## src/rtl/rto_fifo_reader.sv

```systemverilog
// Timed consumer on the RTO FIFO read side: holds each {timestamp, data} entry until the
// global counter reaches its timestamp, then pulses it out. Late-entry policy: RTO_LATE_DROP_EN.
module rto_fifo_reader #(
    parameter int TS_WIDTH   = 64,
    parameter int DATA_WIDTH = 64,
    parameter int CNT_WIDTH  = 32
) (
    input  logic                           clk,
    input  logic                           rst,
    input  logic [TS_WIDTH-1:0]            counter,
    input  logic                           enable,
    input  logic                           flush,
    input  logic                           clear_error,
    input  logic [TS_WIDTH+DATA_WIDTH-1:0] fifo_dout,
    input  logic                           fifo_empty,
    output logic                           fifo_rd_en,
    output logic [DATA_WIDTH-1:0]          dout,
    output logic                           dout_valid,
    output logic                           late_error,
    output logic [CNT_WIDTH-1:0]           late_count,
    output logic                           busy
);

    // Handshake: fifo_rd_en is a request strobe; the FIFO returns the entry on fifo_dout
    // exactly one cycle later, with no back-pressure. dout is qualified by dout_valid only.
    typedef enum logic [1:0] {
        IDLE = 2'd0,
        LOAD = 2'd1,
        HOLD = 2'd2
    } state_t;

    state_t                  state_q, state_d;
    logic [TS_WIDTH-1:0]     ts_q, ts_d;
    logic [DATA_WIDTH-1:0]   data_q, data_d;
    logic [DATA_WIDTH-1:0]   dout_q, dout_d;
    logic                    dout_valid_q, dout_valid_d;
    logic                    late_error_q, late_error_d;
    logic [CNT_WIDTH-1:0]    late_count_q, late_count_d;
    logic                    rd_en;
    logic                    release_now;
    logic                    late_event;

    always_comb begin
        state_d      = state_q;
        ts_d         = ts_q;
        data_d       = data_q;
        dout_d       = dout_q;
        dout_valid_d = 1'b0;
        late_error_d = late_error_q;
        late_count_d = late_count_q;
        rd_en        = 1'b0;
        release_now  = 1'b0;
        late_event   = 1'b0;

        case (state_q)
            IDLE: begin
                if (flush) begin
                    // Drain mode: keep popping, returned data is never captured.
                    rd_en = !fifo_empty;
                end else if (enable && !fifo_empty) begin
                    rd_en   = 1'b1;
                    state_d = LOAD;
                end
            end
            LOAD: begin
                if (flush) begin
                    state_d = IDLE;
                end else begin
                    ts_d    = fifo_dout[TS_WIDTH+DATA_WIDTH-1:DATA_WIDTH];
                    data_d  = fifo_dout[DATA_WIDTH-1:0];
                    state_d = HOLD;
                end
            end
            HOLD: begin
                if (flush) begin
                    state_d = IDLE;
                end else if (counter >= ts_q) begin
                    late_event = (counter != ts_q);
`ifdef RTO_LATE_DROP_EN
                    release_now = !late_event;
`else
                    release_now = 1'b1;
`endif
                    // Chain straight into the next read so consecutive entries take 2 cycles.
                    if (enable && !fifo_empty) begin
                        rd_en   = 1'b1;
                        state_d = LOAD;
                    end else begin
                        state_d = IDLE;
                    end
                end
            end
            default: state_d = IDLE;
        endcase

        if (release_now) begin
            dout_d       = data_q;
            dout_valid_d = 1'b1;
        end

        if (clear_error) begin
            late_error_d = 1'b0;
            late_count_d = '0;
        end else if (late_event) begin
            late_error_d = 1'b1;
            if (late_count_q != {CNT_WIDTH{1'b1}}) begin
                late_count_d = late_count_q + 1'b1;
            end
        end

        if (rst) begin
            rd_en = 1'b0;
        end
    end

    always_ff @(posedge clk) begin
        if (rst) begin
            state_q      <= IDLE;
            ts_q         <= '0;
            data_q       <= '0;
            dout_q       <= '0;
            dout_valid_q <= 1'b0;
            late_error_q <= 1'b0;
            late_count_q <= '0;
        end else begin
            state_q      <= state_d;
            ts_q         <= ts_d;
            data_q       <= data_d;
            dout_q       <= dout_d;
            dout_valid_q <= dout_valid_d;
            late_error_q <= late_error_d;
            late_count_q <= late_count_d;
        end
    end

    assign fifo_rd_en = rd_en;
    assign dout       = dout_q;
    assign dout_valid = dout_valid_q;
    assign late_error = late_error_q;
    assign late_count = late_count_q;
    assign busy       = (state_q != IDLE);

endmodule

```

## config.mk

```make
export PLATFORM = sky130hd
export DESIGN_NAME = rto_fifo_reader
export DESIGN_NICKNAME = d
export VERILOG_FILES = /design/src/rtl/rto_fifo_reader.sv
export SDC_FILE = /design/constraint.sdc
export NUM_CORES = 1
export LEC_CHECK = 0
export CAP_MARGIN = 30
export CORE_UTILIZATION = 48
export CTS_CLUSTER_DIAMETER = 200
export CTS_CLUSTER_SIZE = 24
export DETAILED_ROUTE_END_ITERATION = 16
export HOLD_SLACK_MARGIN = 0.03
export PLACE_DENSITY_LB_ADDON = 0.2
export SLEW_MARGIN = 30
export SYNTH_ARGS = -nofsm -noshare
export SYNTH_HDL_FRONTEND = slang
export SYNTH_SLANG_ARGS = --single-unit
```

## constraint.sdc

```tcl
create_clock -name clk -period 4.3 [get_ports clk]
set_clock_uncertainty 0.2 [all_clocks]
set_input_delay 0.86 -clock clk [delete_from_list [all_inputs] [get_ports clk]]
set_output_delay 0.86 -clock clk [all_outputs]
set_load 0.01 [all_outputs]
```

==> results.tsv, run 1 <==
metric	value	unit
outcome	finished clean	
core box area	20500	sq um
worst slew pin tran	0.762	ns
DP Worst Slack	-0.739	ns
delay-heaviest family, CP	simple AND/OR/NAND/NOR gates	
synthesis warning total	0	
R2R Path Start	ts_q[57]	
post-layout minimum cycle time	4.23	ns
CP Class	input pin to output pin	
switch share	22.7	%
hold endpoint	ts_q[61]	
FF-to-FF End	dout[8]	
first-pass GRT wire length	43.1	mm
LEAKAGE	5.23	nW
Root Buffer	clkbuf_16	
1st-pass router iterations	5	
Setup TNS	0	ns
Critical Path AT	3.17	ns
Placer Congestion	0.836	
Psw	859	uW
drt drc	0	
Slowest cell on crit path	or4_4	
max-slew violations	0	
die extent in y	148	um
vias in the first global route	8738	
Util after Layout	70.2	%
R2R Setup Slk	0.41	ns
Mapped Nets	1488	
FF+latch count, synth	228	
Slew headroom	49.2	%
setup ws final	0.0706	ns
Nets	1785	
drt wl/cell	15.4	um
hold path startpoint	ts_q[61]	
clock share of power	32.7	%
FF-to-FF path depth	14	
Iter 0 DRT Violations	391	
Combinational Power Share	11.0	%
power density cells	263	nW/um^2
number of enable flip-flop cells after synthesis	0	
CTS clock-pin slew for the worst setup and hold paths	0.09	ns
Initial Util	49.6	%
synth top area cells	dfxtp_1 45%, nand2_1 11%, a21oi_1 8.6%	
top_reg_cell synth	dfxtp_1	
CP Launch Point	counter[20]	
initial antenna violation count	2	
Hold Crit Depth	2	
Synth area leader	dfxtp_1	
Port Buf Inserts	297	
Bufs and invs on worst path	2	
Hold Path Class	flip-flop to flip-flop	
CP startpoint kind	input pin	
Int Pwr	2.92	mW
Hold Fails Final Rpt	0	
layout cells sized above 1	9.27	%
max cap viols	0	
Routed Antenna Nets	0	
Seq/Total Area, Yosys	44.9	%
Max H-tree Level	1	
via/cell ratio	5.17	
Critical Path Fanout Max	2	
mapped cell area	10200	sq um
top cell type's share of synthesized area	44.9	%
synthesized instance count	1225	
WL final	27.6	mm
Clock Latency Late Sink	0.48	ns
cell row count	52	
Unique masters post-synth	53	
final HPWL from detailed placement	19.0	mm
fillers	1655	
CP Capture Type	output pin	
Fmax achieved	0.236	GHz
Max Buffers Root-to-Sink	3	
syn avg cell area	8.30	sq um
Die Area	21800	sq um
TritonCTS clock tree	built	
detailed-route via count	9275	
Async SR Flop Fraction	0	%
cts bufs inserted	13	
Req. time, crit path	3.24	ns
Die Wd	148	um
sequential share of power	56.4	%
CTS Sinks	228	
CP peak stage delay	0.56	ns
critical-path cell list	clkdlybuf4s50_1 > ha_1 > and4_4 > a221oi_2 > or4_4 > o211a_4 > a31oi_4 > o21ai_2 > a21boi_1 > buf_2	
largest net degree at the start of global routing	97	
VDD IR max	0.352	mV
Min Hold Slack	0.256	ns
Layout area overhead	41.4	%
GRT Total Usage	24.3	%
io pins	298	
period utilization	98.4	%
grt total ovfl	0	
final setup fails	0	
## worst min-delay path, delay by kind of cell (launching register included)
| family | cells | cell delay (ns) |
|---|---|---|
| and+or+nand+nor | 1 | 0.05 |
| DFF | 1 | 0.32 |
| AOI/OAI and AO/OA | 1 | 0.05 |
## kinds of logic (layout without fill, tap and decap cells)
group,count (synthesis),in the layout,synth area share (%)
muxes,68,68,6.69
xor gates and xnor gates,4,4,0.344
AOI/OAI and AO/OA,235,235,14.0
buffers and inverters,141,437,5.88
DFF,228,228,44.9
adders and majority gates,65,65,8.00
other,0,3,0
and+or+nand+nor,484,484,20.2
## layout by cell type (no fill, tap or decap), drive strengths merged, types with 11 or more instances in the layout
cell,n
nand2,306
clkdlybuf4s50,252
dfxtp,228
a21oi,174
nor2,96
inv,73
mux2i,68
ha,65
buf,57
dlymetal6s2s,22
nand4,21
nand3,17
clkbuf,17
a31o,15
o21ai,11
## repair_timing
| action | in CTS | in global routing |
|---|---|---|
| hold endpoints to repair | 0 | 0 |
| resized for setup | 41 | 78 |
| hold buffers | 0 | 0 |
| endpoints found under the setup margin | 45 | 45 |
| buffers inserted | 6 | 7 |
| pin swaps | 33 | 58 |
## cells in the mapped netlist (all sizes together) (5+ instances only)
library cell,count
nand2,306
ha,65
inv,73
mux2i,68
buf,13
and4,7
nor2,96
a21o,8
dfxtp,228
or3,5
and2,5
nand4,21
a21oi,174
a31oi,5
a211oi,5
clkbuf,55
and3,10
a31o,15
a2111oi,5
o21ai,11
nand3,17
nor3,5
## cell type report
| cell class | instances | area (sq um) | area share (%) |
|---|---|---|---|
| Clock inverter | 1 | 16.3 | 0.113 |
| Timing Repair Buffer | 350 | 3440 | 23.9 |
| Antenna cell | 3 | 7.51 | 0.0522 |
| Clock buffer | 13 | 325 | 2.26 |
| Sequential cell | 228 | 4570 | 31.7 |
| Multi-Input combinational cell | 856 | 5420 | 37.7 |
| Tap cell | 270 | 338 | 2.35 |
| Inverter | 73 | 274 | 1.91 |
## sequential cells by signal, summed over array words and instances (netlist names)
signal and flops:
dout_valid 1, state_q 2, late_error 1, late_count 32, data_q 64, dout 64, ts_q 64
## routing by layer
layer,wire length (um),GRT usage [%],vias to the layer above
met5,10,0,-
met4,813,7.99,2
met3,2270,7.16,47
met2,13200,40.7,249
met1,11300,29.8,4278
li1,-,-,4699
## through the flow
stage	power (mW)	instances	cell area (sq um)
4_1_cts	3.80	1784	14000
3_5_place_dp	2.56	1764	13500
5_1_grt	3.96	1792	14400
2_1_floorplan	2.32	1225	10200
3_3_place_gp	2.56	1763	13500
6_report	3.78	1794	14400
## power by group through the flow
| stage | Combinational (mW) | Sequential, mW | Clock (mW) |
|---|---|---|---|
| after detailed placement | 0.382 | 2.18 | 0 |
| final | 0.414 | 2.13 | 1.23 |
| after global placement | 0.374 | 2.18 | 0 |
| after global routing | 0.456 | 2.14 | 1.36 |
| after floorplan | 0.144 | 2.18 | 0 |
| after CTS | 0.388 | 2.13 | 1.27 |
## how the worst max path moves through the flow
stage | endpoint | depth (start not counted) | slack [ns]
finish | fifo_rd_en | 10 | 0.07
floorplan | fifo_rd_en | 11 | 0.16
detailed placement | fifo_rd_en | 12 | -0.74
global placement | fifo_rd_en | 12 | -0.74
global route | fifo_rd_en | 11 | -0.04
CTS | fifo_rd_en | 11 | 0.001
(Power assumes the default switching activity.)
==> inputs of run 2 (changes only) <==
--- a/config.mk
+++ b/config.mk
@@ -6,7 +6,7 @@
 export NUM_CORES = 1
 export LEC_CHECK = 0
 export CAP_MARGIN = 30
-export CORE_UTILIZATION = 48
+export CORE_UTILIZATION = 35
 export CTS_CLUSTER_DIAMETER = 200
 export CTS_CLUSTER_SIZE = 24
 export DETAILED_ROUTE_END_ITERATION = 16
==> run 2 against run 1 <==
Against the previous run:
- worst setup slack better by 0.013 ns
- critical endpoint unchanged
- first-iteration DRC count up 2.6%
- wire length up 6.0%
- count of clock-buffer cells in the layout unchanged
- cell count up 6.7%
==> results.tsv, run 2 (synthesis gave the netlist of run 1 again) <==
metric	value	unit	change
drt drc	0		unchanged
CTS clock-pin slew for the worst setup and hold paths	0.09	ns	about the same
Die Area	29700	sq um	+37%
most frequent cells in the layout	304 x nand2_1, 250 x clkdlybuf4s50_1, 228 x dfxtp_1, 170 x a21oi_1, 96 x nor2_1		
initial antenna violation count	7		+5
WL final	29.2	mm	+6.0%
drt wl/cell	15.3	um	-0.73%
Min Hold Slack	0.257	ns	+0.00129 ns
Hold Fails Final Rpt	0		unchanged
R2R Path Start	ts_q[52]		
Fmax achieved	0.237	GHz	+0.31%
max-slew violations	0		unchanged
cell row count	62		+19%
first-pass GRT wire length	44.0	mm	+2.2%
grt total ovfl	0		unchanged
cts bufs inserted	13		unchanged
LEAKAGE	5.20	nW	-0.75%
Req. time, crit path	3.24	ns	about the same
Critical Path AT	3.16	ns	about the same
Die Wd	172	um	+17%
Critical Path Fanout Max	2		unchanged
Root Buffer	clkbuf_16		
power density cells	265	nW/um^2	+0.84%
io pins	298		unchanged
Slew headroom	43.4	%	-5.8 points
CP startpoint kind	input pin		
switch share	23.7	%	+0.93 points
Combinational Power Share	10.7	%	-0.3 points
final HPWL from detailed placement	19.8	mm	+4.3%
hold path startpoint	data_q[23]		
Placer Congestion	0.827		-1.1%
Iter 0 DRT Violations	401		+2.6%
outcome	finished clean		
Hold Path Class	flip-flop to flip-flop		
Layout area overhead	42.1	%	
Hold Crit Depth	2		unchanged
fillers	2704		+63%
Util after Layout	50.5	%	-20 points
1st-pass router iterations	5		unchanged
period utilization	98.1	%	-0.30 points
clock share of power	33.6	%	+0.9 points
most common cell after layout, fill and taps aside	nand2_1		
via/cell ratio	4.76		-7.9%
Initial Util	35.5	%	-14 points
Final Instance Area	14500	sq um	+0.50%
R2R Setup Slk	0.34	ns	-0.07 ns
post-layout minimum cycle time	4.22	ns	-0.0130 ns
vias in the first global route	8460		-3.2%
Int Pwr	2.93	mW	+0.13%
worst slew pin tran	0.846	ns	+0.0845 ns
Area after DPL	13700	sq um	+1.3%
CTS Sinks	228		unchanged
VDD IR max	0.266	mV	-24%
Clock Latency Late Sink	0.50	ns	+0.02 ns
FF-to-FF End	dout[32]		
CP Capture Type	output pin		
core box area	28600	sq um	+40%
die extent in y	172	um	+17%
hold endpoint	data_q[23]		
max cap viols	0		unchanged
Port Buf Inserts	297		unchanged
sequential share of power	55.6	%	-0.8 points
TritonCTS clock tree	built		
setup ws final	0.0836	ns	+0.0130 ns
Max H-tree Level	1		unchanged
Nets	1790		+0.28%
detailed-route via count	9116		-1.7%
GRT Total Usage	18.7	%	-5.6 points
Routed Antenna Nets	0		unchanged
final setup fails	0		unchanged
FF-to-FF path depth	12		-2
Psw	907	uW	+5.5%
Max Buffers Root-to-Sink	3		unchanged
DP Worst Slack	-0.653	ns	+0.0853 ns
CP Class	input pin to output pin		
layout cells sized above 1	8.78	%	-0.49 points
largest net degree at the start of global routing	130		+34%
-- run 2: what timing repair did --
item | 4_1_cts | 5_1_grt
endpoints found under the setup margin | 34 | 35
pin swaps | 48 | 36
resized for setup | 54 | 38
endpoints found under the hold margin | 0 | 0
hold buffers | 0 | 0
buffers inserted | 14 | 1
-- run 2: metrics by stage --
stage	power, mW	std cells	TNS, ns
final	3.83	1915	0
after global routing	4.01	1913	-0.0760
after CTS	3.88	1910	0
after detailed placement	2.57	1881	-19.05
after global placement	2.57	1881	-19.52
after floorplan	2.32	1225	0
-- run 2: worst max path at each step --
stage                           start          to
after floorplan           counter[59]  fifo_rd_en
after global placement    counter[59]  fifo_rd_en
after detailed placement  counter[59]  fifo_rd_en
after CTS                 counter[19]  fifo_rd_en
after global routing      counter[50]  fifo_rd_en
final                     counter[32]  fifo_rd_en
-- run 2: power groups by stage --
stage / registers (mW) / clock network (mW) / logic, mW
finish: 2.13 / 1.29 / 0.411
global route: 2.14 / 1.42 / 0.454
CTS: 2.13 / 1.34 / 0.401
detailed placement: 2.18 / 0 / 0.389
global placement: 2.18 / 0 / 0.385
floorplan: 2.18 / 0 / 0.144
-- run 2: layout make-up --
class,instances,area [sq um],area share (%)
multi-input combinational,856,5320,36.8
sequential,228,4560,31.6
timing repair buffer,355,3460,23.9
tap,384,480,3.32
clock buffer,13,325,2.25
inverter,73,274,1.90
clock inverter,2,25.0,0.173
antenna,4,10.0,0.0692
-- run 2: worst max-delay path: stages --
cell	delay [ns]
clkdlybuf4s50_1	0.42
ha_1	0.30
nand2_2	0.07
nor3_4	0.23
nand3_1	0.11
or4_4	0.43
o211a_4	0.17
a31oi_4	0.22
o21ai_2	0.07
a21boi_1	0.13
buf_2	0.16
-- run 2: metal layers --
layer | share of wire [%] | up-vias | GRT usage (%)
li1 | - | 4692 | -
met2 | 47 | 213 | 31.7
met5 | 0.092 | - | 0
met1 | 43 | 4179 | 22.6
met4 | 1.4 | 4 | 3.81
met3 | 8.8 | 28 | 6.61
==> inputs of run 3 (changes only) <==
--- a/config.mk
+++ b/config.mk
@@ -8,11 +8,11 @@
 export CAP_MARGIN = 30
 export CORE_UTILIZATION = 35
 export CTS_CLUSTER_DIAMETER = 200
-export CTS_CLUSTER_SIZE = 24
+export CTS_CLUSTER_SIZE = 40
 export DETAILED_ROUTE_END_ITERATION = 16
 export HOLD_SLACK_MARGIN = 0.03
 export PLACE_DENSITY_LB_ADDON = 0.2
-export SLEW_MARGIN = 30
+export SLEW_MARGIN = 20
 export SYNTH_ARGS = -nofsm -noshare
 export SYNTH_HDL_FRONTEND = slang
 export SYNTH_SLANG_ARGS = --single-unit
==> run 3 against run 2 <==
Against the previous run:
- cell count shrank 0.42%
- register-to-register slack is essentially flat
- flip-flop and latch count is the same
- worst setup slack lost 0.038 ns
- final area shrank 0.96%
- sequential power is essentially flat
- clock power shrank 18%
- critical path type unchanged
- highest routed layer unchanged
==> results.tsv, run 3 (synthesis gave the netlist of run 1 again) <==
metric	value	unit	change
outcome	finished clean		
CP startpoint kind	input pin		
R2R Setup Slk	0.33	ns	about the same
final setup fails	0		unchanged
GRT Total Usage	18.5	%	-0.16 points
LEAKAGE	5.15	nW	-0.96%
drt drc	0		unchanged
Layout area overhead	40.7	%	
fillers	2734		+1.1%
Placer Congestion	0.827		unchanged
Port Buf Inserts	297		unchanged
grt total ovfl	0		unchanged
Hold Path Class	flip-flop to flip-flop		
die extent in y	172	um	unchanged
most frequent cells in the layout	305 x nand2_1, 250 x clkdlybuf4s50_1, 227 x dfxtp_1, 171 x a21oi_1, 96 x nor2_1		
detailed-route via count	9044		-0.79%
CP Class	input pin to output pin		
power density cells	252	nW/um^2	-5.1%
max-slew violations	0		unchanged
largest net degree at the start of global routing	130		unchanged
io pins	298		unchanged
max cap viols	0		unchanged
final non-filler cell total	1907		-0.42%
Hold Crit Depth	2		unchanged
WL final	29.0	mm	-0.94%
R2R Path Start	ts_q[52]		
Nets	1785		-0.28%
post-layout minimum cycle time	4.25	ns	+0.0382 ns
CTS Sinks	228		unchanged
setup ws final	0.0454	ns	-0.0382 ns
Critical Path AT	3.19	ns	+0.03 ns
Slew headroom	41.1	%	-2.3 points
FF-to-FF path depth	12		unchanged
initial antenna violation count	5		-2
Max Buffers Root-to-Sink	3		unchanged
layout cells sized above 1	8.61	%	-0.16 points
core box area	28600	sq um	unchanged
Fmax achieved	0.235	GHz	-0.90%
cell row count	62		unchanged
Root Buffer	clkbuf_16		
most common cell after layout, fill and taps aside	nand2_1		
first-pass GRT wire length	43.7	mm	-0.69%
Die Wd	172	um	unchanged
via/cell ratio	4.74		-0.37%
final HPWL from detailed placement	20.0	mm	+0.79%
vias in the first global route	8452		-0.095%
Critical Path Fanout Max	2		unchanged
period utilization	98.9	%	+0.89 points
drt wl/cell	15.2	um	-0.53%
DP Worst Slack	-0.663	ns	-0.0103 ns
hold path startpoint	data_q[50]		
Clock Latency Late Sink	0.49	ns	about the same
VDD IR max	0.247	mV	-7.1%
CP Capture Type	output pin		
Iter 0 DRT Violations	513		+28%
Hold Fails Final Rpt	0		unchanged
Req. time, crit path	3.24	ns	about the same
Routed Antenna Nets	0		unchanged
FF-to-FF End	dout[31]		
Max H-tree Level	1		unchanged
hold endpoint	data_q[50]		
1st-pass router iterations	4		-1
TritonCTS clock tree	built		
cts bufs inserted	9		-4
cell count after placement	1882		+0.053%
Initial Util	35.5	%	unchanged
Die Area	29700	sq um	unchanged
worst slew pin tran	0.881	ns	+0.0346 ns
CTS clock-pin slew for the worst setup and hold paths	0.14	ns	+0.05 ns
-- run 3: cell types whose count changed in the layout (fill, tap and decap cells not counted), moves of 2 or more --
cell and change:
dlygate4sd2_1 -6, clkbuf_16 -4, clkbuf_2 +5, ha_1 +2
diode_2 -2, ha_4 -2, nor4_2 -2, buf_4 -2
dlymetal6s2s_1 -2, nor4_4 +2, buf_2 +2
-- run 3: how the worst max path moves through the flow --
stage	start	endpoint	slack [ns]	depth (start not counted)
finish	counter[57]	fifo_rd_en	0.05	12
global route	counter[57]	fifo_rd_en	-0.1	12
CTS	counter[30]	fifo_rd_en	0.001	10
detailed placement	counter[59]	fifo_rd_en	-0.66	12
global placement	counter[59]	fifo_rd_en	-0.64	12
floorplan	counter[59]	fifo_rd_en	0.16	11
-- run 3: repair_timing --
| item | in CTS | in global routing |
|---|---|---|
| buffers inserted | 10 | 3 |
| pin swaps | 49 | 40 |
| resized for setup | 63 | 44 |
| hold buffers | 0 | 0 |
| cloned | 0 | 0 |
| setup endpoints to repair | 35 | 35 |
-- run 3: through the flow --
step           util (%)  total power, mW  instance area, sq um  hold slack, ns  setup TNS, ns
2_1_floorplan         -             2.32                 10200           0.236              0
3_3_place_gp       47.8             2.57                 13700           0.242         -19.52
3_5_place_dp       47.9             2.57                 13700           0.246         -19.65
4_1_cts            49.3             3.65                 14100           0.265              0
5_1_grt            50.0             3.78                 14300           0.277         -0.412
6_report           50.0             3.60                 14300           0.262              0
-- run 3: critical path, stage by stage --
cell	delay (ns)
dlygate4sd2_1	0.23
ha_1	0.31
nand4_1	0.13
buf_6	0.16
nor4_4	0.23
nand3_1	0.09
or4_4	0.43
o211a_4	0.17
a31oi_4	0.20
o21ai_1	0.09
a21boi_1	0.14
buf_2	0.16
-- run 3: power by group --
group / internal [mW] / switching [mW] / leakage, nW
Combinational: 0.240 / 0.170 / 3.19
Sequential: 2.13 / 0.00734 / 1.84
Clock: 0.390 / 0.666 / 0.118
Total: 2.76 / 0.843 / 5.15
-- run 3: layout make-up --
class	instances	area (sq um)	area share, %
Clock inverter	1	16.3	0.114
Tap cell	384	480	3.36
Multi-Input combinational cell	856	5310	37.1
Sequential cell	228	4570	31.9
Clock buffer	9	225	1.57
Antenna cell	2	5.00	0.0350
Inverter	73	274	1.91
Timing Repair Buffer	354	3440	24.0
-- run 3: layer usage --
layer,global-route usage [%],up-vias,part of all wire (%)
met5,0,-,0.10
met4,3.54,4,1.2
met3,6.02,29,8.5
met2,31.3,223,47
met1,22.9,4107,43
li1,-,4681,-
